==> src/rtl/syscall_controller_pkg.sv <==
// rtl/syscall_controller_pkg.sv - syscall numbers, record kinds and FSM states
`ifndef SYSCALL_CONTROLLER_PKG_SV
`define SYSCALL_CONTROLLER_PKG_SV
package syscall_controller_pkg;

  localparam logic [31:0] SYS_PRINT_INT  = 32'd1;
  localparam logic [31:0] SYS_EXIT       = 32'd10;
  localparam logic [31:0] SYS_PRINT_CHAR = 32'd11;
  localparam logic [31:0] SYS_EXIT2      = 32'd17;

  localparam logic [1:0] KIND_INT  = 2'd0;
  localparam logic [1:0] KIND_CHAR = 2'd1;

  typedef enum logic [1:0] {
    ST_RUN    = 2'd0,
    ST_DRAIN  = 2'd1,
    ST_HALTED = 2'd2
  } state_t;

  function automatic logic is_print(input logic [31:0] funct);
    return (funct == SYS_PRINT_INT) || (funct == SYS_PRINT_CHAR);
  endfunction

  function automatic logic is_exit(input logic [31:0] funct);
    return (funct == SYS_EXIT) || (funct == SYS_EXIT2);
  endfunction

endpackage
`endif

==> src/rtl/syscall_fifo.sv <==
// rtl/syscall_fifo.sv - output record queue with occupancy counter
module syscall_fifo #(
  parameter int WIDTH = 34,
  parameter int DEPTH = 4
) (
  input  logic             clk,
  input  logic             rst_n,
  input  logic             push,
  input  logic [WIDTH-1:0] push_data,
  input  logic             pop,
  output logic             full,
  output logic             empty,
  output logic [WIDTH-1:0] head
);

  localparam int AW = $clog2(DEPTH);

  logic [WIDTH-1:0] mem [DEPTH];
  logic [AW-1:0]    wr_ptr;
  logic [AW-1:0]    rd_ptr;
  logic [AW:0]      count;
  logic             do_push;
  logic             do_pop;

  assign full    = (count == (AW+1)'(DEPTH));
  assign empty   = (count == '0);
  assign do_push = push & ~full;
  assign do_pop  = pop & ~empty;
  assign head    = mem[rd_ptr];

  // Storage is not reset; emptiness is tracked entirely by count.
  always_ff @(posedge clk) begin
    if (do_push) begin
      mem[wr_ptr] <= push_data;
    end
  end

  always_ff @(posedge clk) begin
    if (!rst_n) begin
      wr_ptr <= '0;
      rd_ptr <= '0;
      count  <= '0;
    end else begin
      if (do_push) wr_ptr <= wr_ptr + AW'(1);
      if (do_pop)  rd_ptr <= rd_ptr + AW'(1);
      if (do_push && !do_pop)      count <= count + (AW+1)'(1);
      else if (do_pop && !do_push) count <= count - (AW+1)'(1);
    end
  end

endmodule

==> src/rtl/syscall_controller.sv <==
// rtl/syscall_controller.sv - syscall decode, exit FSM and output record stream
module syscall_controller
  import syscall_controller_pkg::*;
#(
  parameter int DATA_WIDTH = 32,
  parameter int FIFO_DEPTH = 4
) (
  input  logic                  clk,
  input  logic                  rst_n,
  input  logic                  is_syscall,
  input  logic [31:0]           syscall_funct,
  input  logic [DATA_WIDTH-1:0] syscall_param1,
  output logic                  stall,
  output logic                  out_valid,
  input  logic                  out_ready,
  output logic [1:0]            out_kind,
  output logic [DATA_WIDTH-1:0] out_data,
  output logic                  halted,
  output logic [31:0]           exit_code,
  output logic                  bad_syscall,
  output logic [7:0]            bad_count
);

  localparam int REC_W = DATA_WIDTH + 2;

  state_t           state_q, state_d;
  logic             fifo_full, fifo_empty;
  logic             print_req, exit_req, accept, push;
  logic [REC_W-1:0] push_rec, head_rec;

  assign print_req = is_print(syscall_funct);
  assign exit_req  = is_exit(syscall_funct);

  // Full only blocks prints; a pop in the same cycle does not lift the stall.
  assign stall  = rst_n & is_syscall & ((state_q != ST_RUN) | (fifo_full & print_req));
  assign accept = rst_n & is_syscall & ~stall;
  assign push   = accept & print_req;

  assign push_rec = (syscall_funct == SYS_PRINT_CHAR)
                  ? {KIND_CHAR, {(DATA_WIDTH-8){1'b0}}, syscall_param1[7:0]}
                  : {KIND_INT, syscall_param1};

  syscall_fifo #(
    .WIDTH (REC_W),
    .DEPTH (FIFO_DEPTH)
  ) u_fifo (
    .clk       (clk),
    .rst_n     (rst_n),
    .push      (push),
    .push_data (push_rec),
    .pop       (out_ready),
    .full      (fifo_full),
    .empty     (fifo_empty),
    .head      (head_rec)
  );

  assign out_valid = ~fifo_empty;
  assign out_kind  = out_valid ? head_rec[REC_W-1 -: 2] : 2'd0;
  assign out_data  = out_valid ? head_rec[DATA_WIDTH-1:0] : '0;

  always_comb begin
    state_d = state_q;
    case (state_q)
      ST_RUN:    if (accept && exit_req) state_d = ST_DRAIN;
      ST_DRAIN:  if (fifo_empty) state_d = ST_HALTED;
      ST_HALTED: state_d = ST_HALTED;
      default:   state_d = ST_RUN;
    endcase
  end

  always_ff @(posedge clk) begin
    if (!rst_n) begin
      state_q     <= ST_RUN;
      halted      <= 1'b0;
      exit_code   <= '0;
      bad_syscall <= 1'b0;
      bad_count   <= '0;
    end else begin
      state_q <= state_d;
      if (state_q == ST_DRAIN && fifo_empty) begin
        halted <= 1'b1;
      end
      if (accept && exit_req) begin
        exit_code <= (syscall_funct == SYS_EXIT2) ? syscall_param1[31:0] : 32'd0;
      end
      if (accept && !print_req && !exit_req) begin
        bad_syscall <= 1'b1;
        if (bad_count != 8'hFF) bad_count <= bad_count + 8'd1;
      end
    end
  end

endmodule

==> config.mk <==
export PLATFORM = sky130hd
export DESIGN_NAME = syscall_controller
export DESIGN_NICKNAME = d
export VERILOG_FILES = /design/src/rtl/syscall_controller_pkg.sv /design/src/rtl/syscall_fifo.sv /design/src/rtl/syscall_controller.sv
export SDC_FILE = /design/constraint.sdc
export NUM_CORES = 1
export LEC_CHECK = 0
export CAP_MARGIN = 20
export CORE_MARGIN = 4
export CORE_UTILIZATION = 55
export CTS_BUF_LIST = sky130_fd_sc_hd__clkbuf_8
export DETAILED_ROUTE_END_ITERATION = 10
export PLACE_DENSITY = 0.85
export SLEW_MARGIN = 20
export SYNTH_ARGS = -nofsm -noshare
export SYNTH_HDL_FRONTEND = slang
export SYNTH_SLANG_ARGS = --single-unit
==> constraint.sdc <==
create_clock -name clk -period 6.6 [get_ports clk]
set_input_delay 0.99 -clock clk [delete_from_list [all_inputs] [get_ports clk]]
set_output_delay 0.99 -clock clk [all_outputs]
set_load 0.01 [all_outputs]
# After elaboration in Yosys (flattened, before gate mapping)
# Memory sizes are Yosys's and may differ from the RTL's. A register that Yosys moved wholly into a read port is not among the register bits.
# Cells that the tools add are included.
# word_totals
memories,1
ram_bits,132
reg_bits,51
wordCells,66
out_inout_bits,78
input_bits,68
# classes
eq_ne,10
n_reduce_logical,18
bitwise_logic,11
addsub,5
muxes,13
# mem_list
name,depth,word_bits,rd,rd_ports_with_merged_regs,write_ports,line,text
u_fifo.mem,4,33,1,1,1,syscall_fifo.sv:18,logic [WIDTH-1:0] mem [DEPTH];
# ops
cell,count
"equality test 32 x 4 -> 1 bit, second input constant",2
two-way mux 32 bit,2
two-way mux 33 bit,1
"equality test 32 x 1 -> 1 bit, second input constant",1
"equality test 32 x 5 -> 1 bit, second input constant",1
two-way mux 2 bit,5
"adder 8 x 1 -> 8 bit, second input constant",1
"!= test 8 bit, second input constant",1
bitwise AND 1 bit,7
logical AND 1 bit,6
two-way mux 3 bit,2
case mux 2 bit (3 select lines),1
"adder 2 x 1 -> 2 bit, second input constant",2
zero test 1 bit,4
"!= test 2 bit, second input constant",2
AND reduction 2 bit,2
nonzero test 2 bit,2
"adder 3 x 1 -> 3 bit, second input constant",1
"equality test 3 bit, second input constant",1
zero test 3 bit,1
NOT 1 bit,3
"subtractor 3 x 1 -> 3 bit, second input constant",1
"equality test 2 x 1 -> 1 bit, second input constant",1
"equality test 2 bit, second input constant",1
other kinds (4),6

# Logic depth before layout (Yosys ltp)
# Gate-level depths: netlist (run 1).
# logic_depth
word_depth,13
depth_mapped,10

# Cells and area by module
# A second synthesis (run 1) with hierarchy kept.
# hier_totals
cells_unflattened,460
area_unflattened_um2,7607.3
# by_module_without_submodules
module,cells_per_inst,area_each_um2,n_inst
syscall_fifo,226,5444.0,1
syscall_controller,234,2163.3,1

# Worst setup path after synthesis (run 1)
# No wires, ideal clock.
# synth_path
path_kind,input-to-reg
start,in syscall_funct[6]
end,reg u_fifo.count[2]
setup_slack_ns,3.319
path_stages,9
arrival_time_ns,3.208
n_path_buf,0
path_cell_list,nor4_2 nand4_2 nor4_2 ha_1 inv_1 fa_1 xor2_1 or3_1 a21oi_1
# synth_between
elab_chain_cells,12
elab_cells_between_ends,15
cone_classes,eq/ne: 2; mux: 1; bitwise: 7; reduce/logical: 5
# synth_rtl
item,line,text
"start, declared",syscall_controller.sv:11,"input logic [31:0] syscall_funct,"
equality test 32 x 1 -> 1 bit / equality test 32 x 4 -> 1 bit (equally long branches),syscall_controller_pkg.sv:21,return (funct == SYS_PRINT_INT) || (funct == SYS_PRINT_CHAR);
logical OR 1 bit (*),syscall_controller_pkg.sv:21,
bitwise AND 1 bit,syscall_controller.sv:35,assign stall = rst_n & is_syscall & ((state_q != ST_RUN) | (fifo_full & print_req));
OR 1 bit,syscall_controller.sv:35,
bitwise AND 1 bit,syscall_controller.sv:35,
NOT 1 bit,syscall_controller.sv:36,assign accept = rst_n & is_syscall & ~stall;
bitwise AND 1 bit,syscall_controller.sv:36,
bitwise AND 1 bit (*),syscall_controller.sv:37,assign push = accept & print_req;
bitwise AND 1 bit (*),syscall_fifo.sv:27,assign do_push = push & ~full;
via u_fifo.do_push,syscall_fifo.sv:22,logic do_push;
zero test 1 bit,syscall_fifo.sv:47,else if (do_pop && !do_push) count <= count - (AW+1)'(1);
logical AND 1 bit,syscall_fifo.sv:47,
nonzero test 2 bit (no line),--,
"end signal, assigned",syscall_fifo.sv:46,if (do_push && !do_pop) count <= count + (AW+1)'(1);
"end signal, assigned",syscall_fifo.sv:47,
"end, declared",syscall_fifo.sv:21,logic [AW:0] count;
# Mark *: on every way through the listed nets, which the timed path passes. The rest lies on a longest branch.
# A chain may end at the register's enable or synchronous reset.

# Worst setup path in the final report (run 1)
# layout_path
start,in syscall_funct[20]
end,out stall
# layout_between
elab_chain_cells,5
elab_cells_between_ends,6
cone_classes,eq/ne: 2; bitwise: 3; reduce/logical: 1
# layout_rtl
item,line,text
equality test 32 x 1 -> 1 bit / equality test 32 x 4 -> 1 bit (equally long branches),syscall_controller_pkg.sv:21,
logical OR 1 bit (*),syscall_controller_pkg.sv:21,
bitwise AND 1 bit (*),syscall_controller.sv:35,
OR 1 bit (*),syscall_controller.sv:35,
bitwise AND 1 bit (*),syscall_controller.sv:35,
"end, declared",syscall_controller.sv:13,"output logic stall,"
# Every way passes the cells marked *; elsewhere a longest branch is shown, timed or not.

==> results.md, run 1 <==
- Status: completed
- Vias in the first global route: 4721
- Hold_buf cts: 0
- Synth Flop Type: edfxtp_1
- Startpoint types: input pin
- DR iter-0 viols: 402
- P_leak: 3.03 nW
- Final slew viol count: 0
- Rel. slew slack: 39.6%
- Row cnt: 41
- Routed Wire Length: 15400 um
- CTS clock-pin slew for the worst setup and hold paths: 80 ps
- Critical path buffers and inverters: 2
- Critical path class: in -> out
- Num CTS Buffers: 17
- H-tree depth: 4
- First-pass GRT wire length: 24200 um
- Fin crit period: 3970 ps
- Post-synth EDFFs: 132
- Worst reg-to-reg path cell count: 10
- Pin count of the biggest net entering global routing: 38
- Routed vias/inst: 5.75
- Gr ovfl total: 0
- Post-synth top area cell: edfxtp_1
- Antenna-violating nets left: 0
- Flop-to-flop setup slack: 3580 ps
- Setup repair bufs after CTS: 0
- Pre-antenna DRT Iters: 5
- Post-Syn Nets: 526
- CTS tree: yes
- Worst Path Required: 5610 ps
- Hold Path Depth: 1
- Critical path depth in cells: 7
- DRC: 0
- CP Capture Type: output pin
- Synthesized area: 7350 sq um
- Area Overhead vs Synth: 26.4%
- Power, Total: 2.02 mW
- Most used cell, CP: clkdlybuf4s50_1
- Die X: 124 um
- Worst-Margin Slew: 906 ps
- Core ar.: 12900 sq um
- Max-cap violations: 0
- Antenna violations before repair: 0
- Arr. time, crit path: 2980 ps
- Final count of negative-setup-slack endpoints: 0
- Delay-heaviest family, CP: buffers and inverters
- Initial Utilization: 57.1%
- Max VDD drop: 0.109 mV
- Chip Height: 124 um
- Area contributors post-synth: edfxtp_1 (54%), dfxtp_1 (14%), mux4_2 (10%), a22o_1 (3.8%), and2_1 (3.2%)
- Routed via count: 4454
- # port buffers: 144
- FFs w/ async S/R, synth: 0%
- Final period utilization: 60.2%
- Layout cells sized above 1: 14.1%
- CTS sink count: 185
- Most common cell in the netlist: edfxtp_1
- Yosys cell types: 47
- GP Congestion: 0.843
- Power Dens Cells: 217 nW/um^2
- Flops & latches, synth: 185
- Area share of the largest cell type after synthesis: 53.9%
- Clock Path Buffers: 2
- CP cell instances: clkdlybuf4s50_1 -> nor4_1 -> nand3_1 -> nor2_1 -> nand2_1 -> a21oi_1 -> clkdlybuf4s50_1
- Mapped Cells: 448
- Critical path's slowest cell: clkdlybuf4s50_1
- Skew-Pair Late Insertion Delay: 460 ps
- Total GRT Usage: 21.3%
- Wire per inst: 19.9 um
- # fillers: 793
- RSZ-0062 raised after global routing: false
- Ys Warns: 0
- Dpl ws: 2290 ps
- Final nets: 668
- Min-delay worst type: reg -> reg
- Min setup slack post-route: 2630 ps
- Average size of a mapped cell: 16.4 sq um
- Setup Skew: 8.14 ps
- Crit path largest cell delay: 560 ps
- Synth cell count leaders: edfxtp_1 (132), dfxtp_1 (53), and2_1 (38)
- Ant diodes: 0
- Dpl hpwl: 10000 um
- CP Max Fanout: 5
- Fin Setup TNS: 0 ps
- CTS resizes: 0
- Final hold vios: 0
- Fmax: 0.252 GHz
- Die ar.: 15300 sq um
- Clock root buffer: clkbuf_8
- # IOs: 146
- Sequential share of the synthesized area: 68.3%
## per-layer routing
metal  vias to the layer above  track usage (%)  wire [um]
li1                       2013                -          -
met1                      2229             27.0       6120
met2                       189             35.7       7880
met3                        23             5.99       1170
met4                         0             6.92        255
met5                         -                0          0
## sequential cells by signal (all words and copies together), names as in the netlist, named ones only
register / flops
state_q: 2
u_fifo.mem: 132
bad_syscall: 1
halted: 1
u_fifo.wr_ptr: 2
u_fifo.rd_ptr: 2
u_fifo.count: 3
bad_count: 8
exit_code: 32
## path summary, 6_finish.rpt
kind | startpoint | endpoint
setup / recovery | syscall_funct[20] | stall
hold / removal | bad_syscall | bad_syscall
setup reg to reg | state_q[1] | u_fifo.count[2]
hold reg to reg | bad_syscall | bad_syscall
## placed cells by master (no fill, tap or decap), types with 6 or more instances in the layout
master           instances
clkinvlp_4               6
nand3_1                  7
nor4_2                   6
clkdlybuf4s50_1        144
a22o_1                  32
nor2_1                  10
dfxtp_1                 51
inv_1                    8
clkbuf_8                17
nand2_1                 13
ha_1                     9
mux2i_1                  6
edfxtp_1               132
mux4_2                  33
nor2b_1                 20
and2_1                  34
## worst reg2reg max path, stage by stage (launching register included)
cell and delay, ps:
dfxtp_1 320, inv_1 100, ha_1 230, nand3_1 190
nor4_2 740, ha_1 320, inv_1 60, fa_1 370
xor2_1 160, or3_1 310, a21oi_1 150
## kinds of logic (layout without fill, tap and decap cells)
family,count (synthesis),after routing,synth area share (%)
DFF,185,185,68.3
and+or+nand+nor,123,123,10.3
AOI/OAI and AO/OA,50,50,5.62
muxes,39,39,10.9
buffers and inverters,34,189,2.26
adders and majority gates,10,10,1.80
xor gates and xnor gates,6,6,0.715
other,1,1,0.0510
## per-stage QoR
stage | std cells | instance area, sq um | util, % | hold slack [ps]
global route | 775 | 9290 | 72.2 | 493
CTS | 775 | 9290 | 72.1 | 484
finish | 775 | 9290 | 72.2 | 480
floorplan | 448 | 7350 | - | 435
global placement | 743 | 8920 | 69.3 | 442
detailed placement | 743 | 8920 | 69.3 | 459
## area by class of cell
cell class | count | area [sq um] | share of cell area (%)
sequential | 185 | 5030 | 54.1
clock inverter | 15 | 131 | 1.41
timing repair buffer | 148 | 1470 | 15.8
tap | 172 | 215 | 2.32
multi-input combinational | 229 | 2180 | 23.4
clock buffer | 17 | 234 | 2.52
inverter | 9 | 33.8 | 0.364
## where the power goes
group | internal [mW] | switching [mW] | leakage [nW]
Clock | 0.297 | 0.396 | 0.169
Combinational | 0.0481 | 0.0357 | 1.25
Sequential | 1.24 | 0.00229 | 1.61
Total | 1.59 | 0.434 | 3.03
(Power assumes the default switching activity.)
==> inputs of run 2 (changes only) <==
--- a/config.mk
+++ b/config.mk
@@ -7,10 +7,10 @@
 export LEC_CHECK = 0
 export CAP_MARGIN = 20
 export CORE_MARGIN = 4
-export CORE_UTILIZATION = 55
+export CORE_UTILIZATION = 48
 export CTS_BUF_LIST = sky130_fd_sc_hd__clkbuf_8
 export DETAILED_ROUTE_END_ITERATION = 10
-export PLACE_DENSITY = 0.85
+export PLACE_DENSITY = 0.79
 export SLEW_MARGIN = 20
 export SYNTH_ARGS = -nofsm -noshare
 export SYNTH_HDL_FRONTEND = slang
==> constraint.sdc (replaced) <==
create_clock -name clk -period 3.29 [get_ports clk]
set_input_delay 0.4935 -clock clk [delete_from_list [all_inputs] [get_ports clk]]
set_output_delay 0.4935 -clock clk [all_outputs]
set_load 0.01 [all_outputs]
==> results.md, run 2 (synthesis gave the netlist of run 1 again) <==
- Final hold vios: 0
- RSZ-0062 raised after global routing: false
- Routed via count: 4436
- Power Dens Cells: 429 nW/um^2
- DR iter-0 viols: 263
- Final slew viol count: 0
- Min-delay worst type: reg -> reg
- Pin count of the biggest net entering global routing: 38
- Most frequent cells in the layout: clkdlybuf4s50_1 (144), edfxtp_1 (132), dfxtp_1 (51)
- Placed Area: 9090 sq um
- Core ar.: 14800 sq um
- Wire per inst: 18.8 um
- Max VDD drop: 0.248 mV
- P_leak: 3.13 nW
- Area Overhead vs Synth: 28.6%
- Setup repair bufs after CTS: 0
- Fin Setup TNS: 0 ps
- Vias in the first global route: 4614
- Fmax: 0.347 GHz
- GP Congestion: 0.819
- Reg area: 5030 sq um
- Biggest regs: u_fifo.mem x132, exit_code x32, bad_count x8
- # IOs: 146
- Post-placement cell count: 765
- Cell area after layout: 9460 sq um
- Final nets: 678
- Critical path class: reg -> out
- H-tree depth: 4
- CP Capture Type: output pin
- Routed Wire Length: 15000 um
- Pre-antenna DRT Iters: 4
- Final count of negative-setup-slack endpoints: 0
- Most common cell after layout, fill and taps aside: clkdlybuf4s50_1
- Final hold slack: 476 ps
- Cell Count, Final, Fillers Out: 797
- Antenna-violating nets left: 0
- CP Max Fanout: 19
- CTS tree: yes
- CTS sink count: 185
- Max FFs per register: 132
- Clock Path Buffers: 2
- Fin crit period: 2880 ps
- DRC: 0
- Arr. time, crit path: 2380 ps
- Gr ovfl total: 0
- Layout cells sized above 1: 15.0%
- # port buffers: 144
- Startpoint types: flip-flop
- Dpl hpwl: 9730 um
- Total GRT Usage: 17.5%
- Status: completed
- Ant diodes: 0
- Final period utilization: 87.5%
- Top reg by flops: u_fifo.mem
- Worst Path Required: 2800 ps
- Multi-input logic area: 2170 sq um
- Chip Height: 132 um
- Worst-Margin Slew: 605 ps
- Skew-Pair Late Insertion Delay: 450 ps
- Die X: 132 um
- CTS clock-pin slew for the worst setup and hold paths: 90 ps
- Initial Utilization: 49.8%
- Clock root buffer: clkbuf_8
- Setup Skew: 12.2 ps
- Row cnt: 44
- First-pass GRT wire length: 23800 um
- Routed vias/inst: 5.57
- Antenna violations before repair: 0
- Max-cap violations: 0
- Die ar.: 17400 sq um
- Num CTS Buffers: 17
- # fillers: 1064
- Hold_buf cts: 0
- CTS resizes: 0
- Rel. slew slack: 59.6%
-- run 2: cell type report --
cell class / instances / share of cell area [%]
timing repair buffer: 158 / 17.1
inverter: 9 / 0.357
clock buffer: 21 / 3.06
multi-input combinational: 229 / 23.0
clock inverter: 11 / 0.886
sequential: 185 / 53.1
tap: 184 / 2.43
-- run 2: per-stage QoR --
step                      setup WS, ps  power (mW)  utilization, %
after floorplan                    506        2.60               -
after global placement             239        2.71            61.6
after detailed placement           134        2.72            61.6
after CTS                          355        4.10            64.1
after global routing               238        4.21            64.1
final                              412        4.06            64.1
-- run 2: final timing paths --
| check | startpoint | endpoint | slack (ps) | cells past startpoint |
|---|---|---|---|---|
| setup / recovery | flip-flop | out_kind[0] | 410 | 4 |
| hold / removal | bad_syscall | bad_syscall | 480 | 1 |
| setup reg to reg | state_q[1] | u_fifo.count[2] | 690 | 10 |
| hold reg to reg | bad_syscall | bad_syscall | 480 | 1 |
-- run 2: routing by layer --
metal	vias to the layer above	wire (um)	track usage (%)
li1	2038	-	-
met1	2221	6450	22.0
met2	162	7460	29.7
met3	15	888	4.66
met4	0	198	5.54
met5	-	0	0
-- run 2: critical path, stage by stage (launching register included) --
cell and delay [ps]:
dfxtp_2 680, buf_4 290, mux4_2 300, and2_1 190
clkdlybuf4s50_1 480
-- run 2: report_power, final --
part / switching (mW) / total, mW / leakage, nW / internal (mW)
clock network: 0.728 / 1.39 / 0.199 / 0.666
logic: 0.0695 / 0.168 / 1.32 / 0.0980
registers: 0.00447 / 2.49 / 1.61 / 2.49
